<file path="config.mk">
export PLATFORM = sky130hd
export DESIGN_NAME = regf_cmd_master
export DESIGN_NICKNAME = d
export VERILOG_FILES = /design/src/rtl/regf_cmd_master_pkg.sv /design/src/rtl/regf_cmd_master.sv
export SDC_FILE = /design/constraint.sdc
export NUM_CORES = 1
export LEC_CHECK = 0
export ABC_AREA = 0
export BUFFER_PORTS_ARGS = -buffer_cell sky130_fd_sc_hd__buf_2
export CORE_ASPECT_RATIO = 1.75
export CORE_MARGIN = 1.5
export CORE_UTILIZATION = 60
export CTS_CLUSTER_DIAMETER = 150
export DETAILED_ROUTE_END_ITERATION = 12
export PLACE_DENSITY = 0.85
export SETUP_SLACK_MARGIN = 0.02
export SYNTH_ARGS = -nofsm -noshare
export SYNTH_HDL_FRONTEND = slang
export SYNTH_SLANG_ARGS = --single-unit
export TNS_END_PERCENT = 30
</file>
<file path="constraint.sdc">
create_clock -name clk -period 4.5 [get_ports clk]
set_input_delay 0.225 -clock clk [delete_from_list [all_inputs] [get_ports clk]]
set_output_delay 0.225 -clock clk [all_outputs]
set_load 0.01 [all_outputs]
</file>
<file path="src/rtl/regf_cmd_master_pkg.sv">
// Shared definitions for the GPIO command-word link between the command master and the register file.
package regf_cmd_master_pkg;

  localparam int STROBE_BIT = 23;
  localparam int RD_EN_BIT  = 16;
  localparam int LOG_EN_BIT = 0;

  localparam logic [7:0] CMD_CFG_01  = 8'h01;
  localparam logic [7:0] CMD_CFG_02  = 8'h02;
  localparam logic [7:0] CMD_SIGMA   = 8'h03;
  localparam logic [7:0] CMD_CFG_04  = 8'h04;
  localparam logic [7:0] CMD_CFG_06  = 8'h06;
  localparam logic [7:0] CMD_RAM_RD  = 8'h07;
  localparam logic [7:0] CMD_BER_LOG = 8'h08;
  localparam logic [7:0] CMD_BER_RD  = 8'h09;

  typedef enum logic [1:0] {
    OP_WRITE    = 2'b00,
    OP_RAM_RD   = 2'b01,
    OP_SNAPSHOT = 2'b10,
    OP_ILLEGAL  = 2'b11
  } req_op_e;

  typedef enum logic [2:0] {
    S_IDLE   = 3'd0,
    S_STROBE = 3'd1,
    S_SETTLE = 3'd2,
    S_GAP    = 3'd3,
    S_RSP    = 3'd4
  } state_e;

  // Snapshot step sequence; steps RD_FIRST..RD_LAST read counter words idx 0..7.
  localparam logic [3:0] SNAP_STEP_CLR_RAM = 4'd0;
  localparam logic [3:0] SNAP_STEP_LATCH   = 4'd1;
  localparam logic [3:0] SNAP_STEP_UNLATCH = 4'd2;
  localparam logic [3:0] SNAP_STEP_RD_FIRST = 4'd3;
  localparam logic [3:0] SNAP_STEP_RD_LAST  = 4'd10;
  localparam logic [3:0] SNAP_STEP_RELEASE  = 4'd11;

  localparam int IDX_ERR_I_LO = 0;
  localparam int IDX_ERR_I_HI = 1;
  localparam int IDX_BIT_I_LO = 2;
  localparam int IDX_BIT_I_HI = 3;
  localparam int IDX_ERR_Q_LO = 4;
  localparam int IDX_ERR_Q_HI = 5;
  localparam int IDX_BIT_Q_LO = 6;
  localparam int IDX_BIT_Q_HI = 7;

  function automatic logic [31:0] cmd_word(input logic [7:0] cmd, input logic strobe,
                                           input logic [22:0] payload);
    return {cmd, strobe, payload};
  endfunction

endpackage

</file>
<file path="src/rtl/regf_cmd_master.sv">
// Command-word initiator into the register file: sequences strobe/settle/gap bus steps per request
// and returns RAM read data or atomically updated 64-bit BER counter snapshots.
module regf_cmd_master
  import regf_cmd_master_pkg::*;
#(
  parameter int NBT_GPIOS          = 32,
  parameter int NBT_COUNT_BITS_ERR = 64,
  parameter int HOLD_CYCLES        = 2,
  parameter int SETTLE_CYCLES      = 1
) (
  input  logic                          clk,
  input  logic                          i_reset,
  input  logic                          i_req_valid,
  output logic                          o_req_ready,
  input  logic [1:0]                    i_req_op,
  input  logic [7:0]                    i_req_cmd,
  input  logic [22:0]                   i_req_data,
  output logic [NBT_GPIOS-1:0]          o_gpio_to_regf,
  input  logic [NBT_GPIOS-1:0]          i_regf_to_gpio,
  output logic                          o_rsp_valid,
  output logic                          o_rsp_err,
  output logic [31:0]                   o_rsp_data,
  output logic [NBT_COUNT_BITS_ERR-1:0] o_accum_err_I,
  output logic [NBT_COUNT_BITS_ERR-1:0] o_accum_bit_I,
  output logic [NBT_COUNT_BITS_ERR-1:0] o_accum_err_Q,
  output logic [NBT_COUNT_BITS_ERR-1:0] o_accum_bit_Q,
  output logic                          o_busy
);

  if (NBT_GPIOS != 32) begin : g_bad_gpios
    $error("NBT_GPIOS must be 32");
  end
  if (NBT_COUNT_BITS_ERR != 64) begin : g_bad_count_bits
    $error("NBT_COUNT_BITS_ERR must be 64");
  end
  if (HOLD_CYCLES < 1 || HOLD_CYCLES > 15) begin : g_bad_hold
    $error("HOLD_CYCLES must be in 1..15");
  end
  if (SETTLE_CYCLES < 1 || SETTLE_CYCLES > 15) begin : g_bad_settle
    $error("SETTLE_CYCLES must be in 1..15");
  end

  localparam logic [3:0] HOLD_M1   = 4'(HOLD_CYCLES - 1);
  localparam logic [3:0] LATCH_M1  = 4'(((HOLD_CYCLES < 2) ? 2 : HOLD_CYCLES) - 1);
  localparam logic [3:0] SETTLE_M1 = 4'(SETTLE_CYCLES - 1);

  state_e           state_q, state_d;
  req_op_e          op_q, op_d;
  logic [7:0]       cmd_q, cmd_d;
  logic [22:0]      data_q, data_d;
  logic [3:0]       step_q, step_d;
  logic [3:0]       cnt_q, cnt_d;
  logic [7:0][31:0] shadow_q, shadow_d;
  logic [31:0]      gpio_q, gpio_d;
  logic             ready_q, ready_d;
  logic             busy_q, busy_d;
  logic             rsp_valid_q, rsp_valid_d;
  logic             rsp_err_q, rsp_err_d;
  logic [31:0]      rsp_data_q, rsp_data_d;
  logic [63:0]      accum_err_i_q, accum_err_i_d;
  logic [63:0]      accum_bit_i_q, accum_bit_i_d;
  logic [63:0]      accum_err_q_q, accum_err_q_d;
  logic [63:0]      accum_bit_q_q, accum_bit_q_d;
  logic [30:0]      step_bits;
  logic [2:0]       sample_idx;

  // Step ROM: {cmd[7:0], payload[22:0]} for a given op and step index.
  function automatic logic [30:0] step_cmd(input req_op_e op, input logic [7:0] cmd,
                                           input logic [22:0] data, input logic [3:0] step);
    logic [7:0]  c;
    logic [22:0] p;
    c = '0;
    p = '0;
    case (op)
      OP_WRITE: begin
        c = cmd;
        p = data;
      end
      OP_RAM_RD: begin
        c = CMD_RAM_RD;
        p[RD_EN_BIT] = 1'b1;
        p[14:0] = data[14:0];
      end
      OP_SNAPSHOT: begin
        if (step == SNAP_STEP_CLR_RAM) begin
          c = CMD_RAM_RD;
        end else if (step == SNAP_STEP_LATCH) begin
          c = CMD_BER_LOG;
          p[LOG_EN_BIT] = 1'b1;
        end else if (step == SNAP_STEP_UNLATCH) begin
          c = CMD_BER_LOG;
        end else if (step <= SNAP_STEP_RD_LAST) begin
          c = CMD_BER_RD;
          p[RD_EN_BIT] = 1'b1;
          p[2:0] = 3'(step - SNAP_STEP_RD_FIRST);
        end else begin
          c = CMD_BER_RD;
        end
      end
      default: ;
    endcase
    return {c, p};
  endfunction

  function automatic logic is_read(input req_op_e op, input logic [3:0] step);
    return (op == OP_RAM_RD) ||
           (op == OP_SNAPSHOT && step >= SNAP_STEP_RD_FIRST && step <= SNAP_STEP_RD_LAST);
  endfunction

  function automatic logic is_last(input req_op_e op, input logic [3:0] step);
    return (op != OP_SNAPSHOT) || (step == SNAP_STEP_RELEASE);
  endfunction

  // The latch step needs one cycle to arm logging and a second to capture the counters.
  function automatic logic [3:0] hold_m1(input req_op_e op, input logic [3:0] step);
    return (op == OP_SNAPSHOT && step == SNAP_STEP_LATCH) ? LATCH_M1 : HOLD_M1;
  endfunction

  always_comb begin
    state_d       = state_q;
    op_d          = op_q;
    cmd_d         = cmd_q;
    data_d        = data_q;
    step_d        = step_q;
    cnt_d         = cnt_q;
    shadow_d      = shadow_q;
    rsp_data_d    = rsp_data_q;
    accum_err_i_d = accum_err_i_q;
    accum_bit_i_d = accum_bit_i_q;
    accum_err_q_d = accum_err_q_q;
    accum_bit_q_d = accum_bit_q_q;
    sample_idx    = (op_q == OP_SNAPSHOT) ? 3'(step_q - SNAP_STEP_RD_FIRST) : 3'd0;

    case (state_q)
      S_IDLE: begin
        if (i_req_valid && ready_q) begin
          op_d    = req_op_e'(i_req_op);
          cmd_d   = i_req_cmd;
          data_d  = i_req_data;
          step_d  = '0;
          cnt_d   = hold_m1(op_d, 4'd0);
          state_d = (op_d == OP_ILLEGAL) ? S_RSP : S_STROBE;
        end
      end
      S_STROBE: begin
        if (cnt_q == '0) begin
          if (is_read(op_q, step_q)) begin
            state_d = S_SETTLE;
            cnt_d   = SETTLE_M1;
          end else begin
            state_d = S_GAP;
          end
        end else begin
          cnt_d = cnt_q - 4'd1;
        end
      end
      S_SETTLE: begin
        if (cnt_q == '0) begin
          shadow_d[sample_idx] = i_regf_to_gpio;
          state_d = S_GAP;
        end else begin
          cnt_d = cnt_q - 4'd1;
        end
      end
      S_GAP: begin
        if (is_last(op_q, step_q)) begin
          state_d = S_RSP;
        end else begin
          step_d  = step_q + 4'd1;
          cnt_d   = hold_m1(op_q, step_d);
          state_d = S_STROBE;
        end
      end
      S_RSP:   state_d = S_IDLE;
      default: state_d = S_IDLE;
    endcase

    // Outputs are computed from the next state so they leave the flops aligned with it.
    step_bits = step_cmd(op_d, cmd_d, data_d, step_d);
    gpio_d    = '0;
    if (state_d == S_STROBE) begin
      gpio_d = cmd_word(step_bits[30:23], 1'b1, step_bits[22:0]);
    end else if (state_d == S_SETTLE || state_d == S_GAP) begin
      gpio_d = cmd_word(step_bits[30:23], 1'b0, step_bits[22:0]);
    end
    ready_d     = (state_d == S_IDLE);
    busy_d      = (state_d != S_IDLE);
    rsp_valid_d = (state_d == S_RSP);
    rsp_err_d   = rsp_valid_d && (op_d == OP_ILLEGAL);
    if (rsp_valid_d && op_d == OP_RAM_RD) begin
      rsp_data_d = shadow_q[0];
    end
    if (rsp_valid_d && op_d == OP_SNAPSHOT) begin
      accum_err_i_d = {shadow_q[IDX_ERR_I_HI], shadow_q[IDX_ERR_I_LO]};
      accum_bit_i_d = {shadow_q[IDX_BIT_I_HI], shadow_q[IDX_BIT_I_LO]};
      accum_err_q_d = {shadow_q[IDX_ERR_Q_HI], shadow_q[IDX_ERR_Q_LO]};
      accum_bit_q_d = {shadow_q[IDX_BIT_Q_HI], shadow_q[IDX_BIT_Q_LO]};
    end
  end

  always_ff @(posedge clk) begin
    if (i_reset) begin
      state_q       <= S_IDLE;
      op_q          <= OP_WRITE;
      cmd_q         <= '0;
      data_q        <= '0;
      step_q        <= '0;
      cnt_q         <= '0;
      shadow_q      <= '0;
      gpio_q        <= '0;
      ready_q       <= 1'b0;
      busy_q        <= 1'b0;
      rsp_valid_q   <= 1'b0;
      rsp_err_q     <= 1'b0;
      rsp_data_q    <= '0;
      accum_err_i_q <= '0;
      accum_bit_i_q <= '0;
      accum_err_q_q <= '0;
      accum_bit_q_q <= '0;
    end else begin
      state_q       <= state_d;
      op_q          <= op_d;
      cmd_q         <= cmd_d;
      data_q        <= data_d;
      step_q        <= step_d;
      cnt_q         <= cnt_d;
      shadow_q      <= shadow_d;
      gpio_q        <= gpio_d;
      ready_q       <= ready_d;
      busy_q        <= busy_d;
      rsp_valid_q   <= rsp_valid_d;
      rsp_err_q     <= rsp_err_d;
      rsp_data_q    <= rsp_data_d;
      accum_err_i_q <= accum_err_i_d;
      accum_bit_i_q <= accum_bit_i_d;
      accum_err_q_q <= accum_err_q_d;
      accum_bit_q_q <= accum_bit_q_d;
    end
  end

  assign o_req_ready    = ready_q;
  assign o_busy         = busy_q;
  assign o_gpio_to_regf = gpio_q;
  assign o_rsp_valid    = rsp_valid_q;
  assign o_rsp_err      = rsp_err_q;
  assign o_rsp_data     = rsp_data_q;
  assign o_accum_err_I  = accum_err_i_q;
  assign o_accum_bit_I  = accum_bit_i_q;
  assign o_accum_err_Q  = accum_err_q_q;
  assign o_accum_bit_Q  = accum_bit_q_q;

endmodule

</file>
==> Word-level counts from Yosys, hierarchy flattened <==
Cells that the tools add are included.
{ "totals": {"register_bits": 624, "output_inout_bits": 324} }
{ "classes": {"reduce_logical": 20, "n_eq_ne": 21, "n_addsub": 4, "muxes": 46, "n_lt_le_gt_ge": 5} }
{ "op_table": {"columns": ["operator", "count"], "rows": [
  ["bitwise mux 256 bit", 1],
  ["demux 32 bit (select 3 bit)", 1],
  ["2-to-1 mux 32 bit", 3],
  ["2-to-1 mux 23 bit", 2],
  ["2-to-1 mux 4 bit", 8],
  ["2-to-1 mux 3 bit", 9],
  ["case mux 8 bit (3 select lines)", 1],
  ["2-to-1 mux 8 bit", 2],
  ["case mux 4 bit (4 select lines)", 1],
  ["equality test 3 x 2 -> 1 bit (second input constant)", 4],
  ["2-to-1 mux 12 bit", 1],
  ["case mux 3 bit (4 select lines)", 1],
  ["2-to-1 mux 1 bit", 9],
  ["equality test 2 bit (second input constant)", 4],
  ["less-or-equal comparator 4 bit (second input constant)", 2],
  ["logical NOT 4 bit", 2],
  ["!= test 2 bit (second input constant)", 4],
  ["case mux 4 bit (2 select lines)", 1],
  ["logical AND 1 bit", 7],
  ["equality test 3 x 1 -> 1 bit (second input constant)", 2],
  ["logical NOT 3 bit", 2],
  ["2-to-1 mux 2 bit", 3],
  ["2-to-1 mux 6 bit", 1],
  ["case mux 3 bit (2 select lines)", 1],
  ["other kinds (20)", 24]
]} }

==> Longest topological paths before layout <==
{ "logic_depth": {"depth_word": 12, "mapped_depth": 13, "mapped_depth_nobuf": 12} }

==> Worst setup path after synthesis <==
No wires, ideal clock.
{ "synth_path": {"kind": "register to register", "from": "reg step_q[0]", "to": "reg gpio_q[1] (netlist: o_gpio_to_regf[1])", "t_arrival_ps": 2306, "n_path_buf": 1, "setup_slack_ps": 2106, "setup_ps": 88, "stages_incl_launch_ff": 14, "path_cell_list": "dfxtp_1 > ha_1 > buf_1 > nand3b_1 > and2_1 > o21ai_0 > a21oi_1 > inv_1 > ha_1 > nor2_1 > nand2_1 > a21oi_1 > o21ai_1 > o31ai_1"} }
{ "synth_between": {"elab_chain_len": 12, "elab_cells_between_ends": 31, "classes_between": "add/sub (2); order compare (3); eq/ne (6); mux (14); reduce/logical (6)"} }
{ "synth_rtl": {"columns": ["item", "line", "text"], "rows": [
  ["start: declaration", "regf_cmd_master.sv:51", "logic [3:0] step_q, step_d;"],
  ["start signal: assignment", "regf_cmd_master.sv:225", "step_q <= step_d;"],
  ["parallel branches: the longest is 3 deep, another holds adder 4 x 1 -> 4 bit", null, null],
  ["case mux 4 bit (2 select lines) (*)", "regf_cmd_master.sv:134", "case (state_q)"],
  ["named net step_d[0]", "regf_cmd_master.sv:51", null],
  ["less-or-equal comparator 4 bit / subtractor 3 x 2 -> 3 bit (equally long branches)", "regf_cmd_master.sv:92, regf_cmd_master.sv:95", null],
  ["2-to-1 mux 3 bit", "regf_cmd_master.sv:92", "end else if (step <= SNAP_STEP_RD_LAST) begin"],
  ["2-to-1 mux 3 bit", "regf_cmd_master.sv:90", "end else if (step == SNAP_STEP_UNLATCH) begin"],
  ["2-to-1 mux 2 bit", "regf_cmd_master.sv:87", "end else if (step == SNAP_STEP_LATCH) begin"],
  ["2-to-1 mux 3 bit (*)", "regf_cmd_master.sv:85", "if (step == SNAP_STEP_CLR_RAM) begin"],
  ["case mux 3 bit (2 select lines) (*)", "regf_cmd_master.sv:74", "case (op)"],
  ["2-to-1 mux 32 bit", "regf_cmd_master.sv:183", "end else if (state_d == S_SETTLE || state_d == S_GAP) begin"],
  ["2-to-1 mux 32 bit (*)", "regf_cmd_master.sv:181", "if (state_d == S_STROBE) begin"],
  ["end signal: assignment", "regf_cmd_master.sv:228", "gpio_q <= gpio_d;"],
  ["end: declaration", "regf_cmd_master.sv:54", "logic [31:0] gpio_q, gpio_d;"]
]} }
Mark *: on every way through the listed nets, which the timed path passes.
A chain may end at the register's enable or synchronous reset.

==> Worst setup path in the final report <==
{ "layout_path": {"from": "reg state_q[1]", "to": "reg accum_err_i_q[58] (netlist: o_accum_err_I[58])"} }
{ "layout_between": {"elab_chain_len": 4, "elab_cells_between_ends": 12, "classes_between": "eq/ne (5); mux (5); reduce/logical (2)"} }
{ "layout_rtl": {"columns": ["item", "line", "text"], "rows": [
  ["start: declaration", "regf_cmd_master.sv:47", "state_e state_q, state_d;"],
  ["start signal: assignment", "regf_cmd_master.sv:221", "state_q <= state_d;"],
  ["equality test 3 x 2 -> 1 bit, or another cell as far along", "regf_cmd_master.sv:134", null],
  ["case mux 3 bit (4 select lines) / 2-to-1 mux 2 bit (equally long branches)", "regf_cmd_master.sv:134", null],
  ["equality test 3 bit / equality test 2 bit (equally long branches)", "regf_cmd_master.sv:188, regf_cmd_master.sv:193", null],
  ["logical AND 1 bit (*)", "regf_cmd_master.sv:193", "if (rsp_valid_d && op_d == OP_SNAPSHOT) begin"],
  ["end signal: assignment", "regf_cmd_master.sv:234", "accum_err_i_q <= accum_err_i_d;"],
  ["end: declaration", "regf_cmd_master.sv:60", "logic [63:0] accum_err_i_q, accum_err_i_d;"]
]} }
Mark *: on every way between the ends. The rest lies on a longest branch, timed or not.

==> impl_metrics.ini <==
[place]
dpl.hpwl_mm = 41.6
placed_area_sq_um = 24000
io_buffers = 391
dp.cells = 3430
gp_congestion = 0.883

[logic_synthesis]
yosys_warnings = 0
synth_top_cell_area_share_pct = 56.7
synth-edff-count = 0
synth_area_leader_cell = dfxtp_1
mappedNetlistArea_sq_um = 22000
yosysSeqAreaShare_pct = 56.7
yosysUniqueCellTypes = 57
syn_area_per_cell_sq_um = 7.96
async_reset_ff_share_pct = 0
ys_ff_latch = 624
synth_fp_nets = 2841
synth_cells = 2765
synth_area_leaders = dfxtp_1 (57%), nand2_1 (19%), a21oi_1 (13%), clkbuf_1 (2.2%), buf_2 (2.1%)
ys.flop_type = dfxtp_1

[floorplan]
dieArea_sq_um = 37900
ioPinCount = 392
rows = 92
dieWidth_microns = 148
die_h_microns = 256
start_util_pct = 60.9
core_sq_um = 36100

[grt]
grt_usage_pct = 34.1
grt_max_degree = 192
grt_pass1_vias = 19464
antenna_found_initial = 1
grt_pass1_wl_mm = 103
grt_overflow = 0

[timing]
clock-skew-final_ns = 0.0200
fmax_ghz = 0.267
finalCriticalPeriod_ns = 3.74
slew_violations = 0
worst_pin_slew_ns = 1.04
setup_violations = 0
tns_ns = 0
maxSlewHeadroom_pct = 30.4
hold_viol = 0
fin_crit_sh_pct = 83.1
rsz0062_at_grt = no

[clock_network]
clk_path_buf_depth = 3
postCtsSetupBuffers = 0
clock-sinks = 624
cts_buffers = 53
cts-root-buf = clkbuf_16
cts_resized = 0
h-tree-depth = 2
clkSlewWorstSetupHoldPaths_ns = 0.07
cts_tree = done
clock_latency_ns = 0.59

[route]
via_per_inst = 5.69
drt_wl_total_mm = 66.7
num_vias = 20253
drcViolationCount = 0
antenna_left = 0
wl_per_cell_microns = 18.7
firstDrtPassIters = 8
drt_iter0_drc = 1808

[critical_path]
worst_setup_path_end_kind = register
reg2reg_from = state_q[1]
required_ns = 4.99
worstPathArrival_ns = 4.23
r2r_slack_ns = 0.76
critical-path-slowest-cell = nor3_4
timing.rr.end = o_accum_err_I[58]
crit_type = reg2reg
cpPeakStageDelay_ns = 0.76
reg2reg_depth = 7
worstPathMaxFanout = 116
path_cells = nand4bb_1 -> nor2_8 -> a21boi_2 -> nor3_4 -> buf_12 -> nand2_1 -> a21oi_1
cp-start-kind = register
crit_family = simple AND/OR/NAND/NOR gates
worst-path-buf-inv = 1

[power]
irDropWorstVdd_mv = 0.383
power_density_nw_per_um2 = 455
p_total_mw = 11.9
p_leak_nw = 10.0

[finish]
area_growth_pct = 19.0
layout.nets = 3121
post_route_cells_drive_above_1_share_pct = 17.3
n_antenna_cell = 0
fin_area_sq_um = 26200
layout.cells.non_filler = 3559

[flow_run]
max_cap_violations = 0

[worst_hold_path]
hold_start = i_req_cmd[5]
hold_end = cmd_q[5]
whs_path_depth = 3
hold_path_class = in2reg

[outcome]
outcome = finished, final reports clean
[layer usage]
| metal | share of wire (%) | GRT usage, % | wire (microns) |
|---|---|---|---|
| met5 | 0 | 0 | 0 |
| met4 | 7.5 | 23.3 | 5010 |
| met3 | 8.8 | 7.70 | 5850 |
| met2 | 49 | 58.5 | 33000 |
| met1 | 34 | 37.2 | 22800 |
[sequential cells by signal, summed over array words and instances (netlist names)]
register	flops
state_q	3
step_q	4
o_rsp_err	1
o_busy	1
cnt_q	4
op_q	2
o_accum_bit_Q	64
shadow_q	256
o_rsp_data	32
o_gpio_to_regf	32
cmd_q	8
data_q	23
o_req_ready	1
o_accum_bit_I	64
o_accum_err_I	64
o_rsp_valid	1
o_accum_err_Q	64
[how the worst max path moves through the flow]
stage               cells after the start       start                end  slack [ns]
floorplan                              13   step_q[0]  o_gpio_to_regf[1]        2.11
global placement                        7  state_q[0]  o_accum_bit_I[21]        0.98
detailed placement                      7  state_q[0]  o_accum_bit_I[21]        0.85
CTS                                     7  state_q[0]  o_accum_err_Q[49]        0.81
global route                            7  state_q[1]   o_accum_err_I[6]        0.56
finish                                  7  state_q[1]  o_accum_err_I[58]        0.76
[layout make-up]
| class | count | area, sq um |
|---|---|---|
| clock buffer | 78 | 1600 |
| clock inverter | 21 | 304 |
| fill | 2653 | 9940 |
| inverter | 13 | 48.8 |
| multi-input combinational | 1900 | 8540 |
| sequential | 624 | 12500 |
| tap | 470 | 588 |
| timing repair buffer | 453 | 2630 |
[Yosys cell counts (all sizes together) (2+ instances only)]
| library cell | n |
|---|---|
| o21ai | 14 |
| nand3b | 2 |
| nor3b | 4 |
| a21oi | 562 |
| o21a | 3 |
| nor2 | 60 |
| nor3 | 34 |
| nor2b | 4 |
| or3 | 6 |
| clkbuf | 130 |
| o311ai | 2 |
| ha | 8 |
| buf | 98 |
| dfxtp | 624 |
| nand3 | 10 |
| and3 | 2 |
| nand2 | 1112 |
| xor2 | 2 |
| nand2b | 5 |
| mux2i | 31 |
| a31oi | 6 |
| and2 | 5 |
| inv | 12 |
| a2111oi | 3 |
| o211ai | 4 |
[tightest hold or removal path, stage by stage]
cell and delay [ns]:
buf_2 0.08, mux2i_1 0.12, nor2_1 0.13
[cell families (layout without fill, tap and decap cells)]
family	after synthesis	after routing	synth area share [%]
buffers and inverters	241	565	4.72
AOI/OAI and AO/OA	605	605	14.1
adders and majority gates	8	8	0.455
DFF	624	624	56.7
muxes	31	31	1.41
xor gates and xnor gates	3	3	0.119
and+or+nand+nor	1253	1253	22.4
[layout by cell type (no fill, tap or decap), types with 12 or more instances in the layout]
cell type	n
nand2_1	1112
dfxtp_1	624
a21oi_1	562
buf_2	390
clkbuf_16	55
nor2_1	51
nor3_1	31
mux2i_1	31
dlygate4sd3_1	30
buf_4	22
clkbuf_8	14
inv_1	12
[stage by stage]
stage | hold slack (ns) | setup WS (ns) | utilization [%]
2_1_floorplan | 0.361 | 2.11 | -
3_3_place_gp | 0.436 | 0.980 | 66.4
3_5_place_dp | 0.442 | 0.853 | 66.4
4_1_cts | 0.00464 | 0.815 | 72.5
5_1_grt | 0.00465 | 0.561 | 72.5
6_report | 0.0137 | 0.761 | 72.5
[timing repair]
action,in CTS,in global routing
setup endpoints to repair,0,0
hold endpoints to repair,46,0
hold buffers,30,0
[power by group]
part	leakage [nW]	internal [mW]	total, mW	switching [mW]
Clock	0.939	2.88	4.93	2.06
Sequential	5.03	5.68	5.79	0.111
Combinational	4.04	0.348	1.19	0.846
Note: power is estimated with default switching activity, not from simulation.
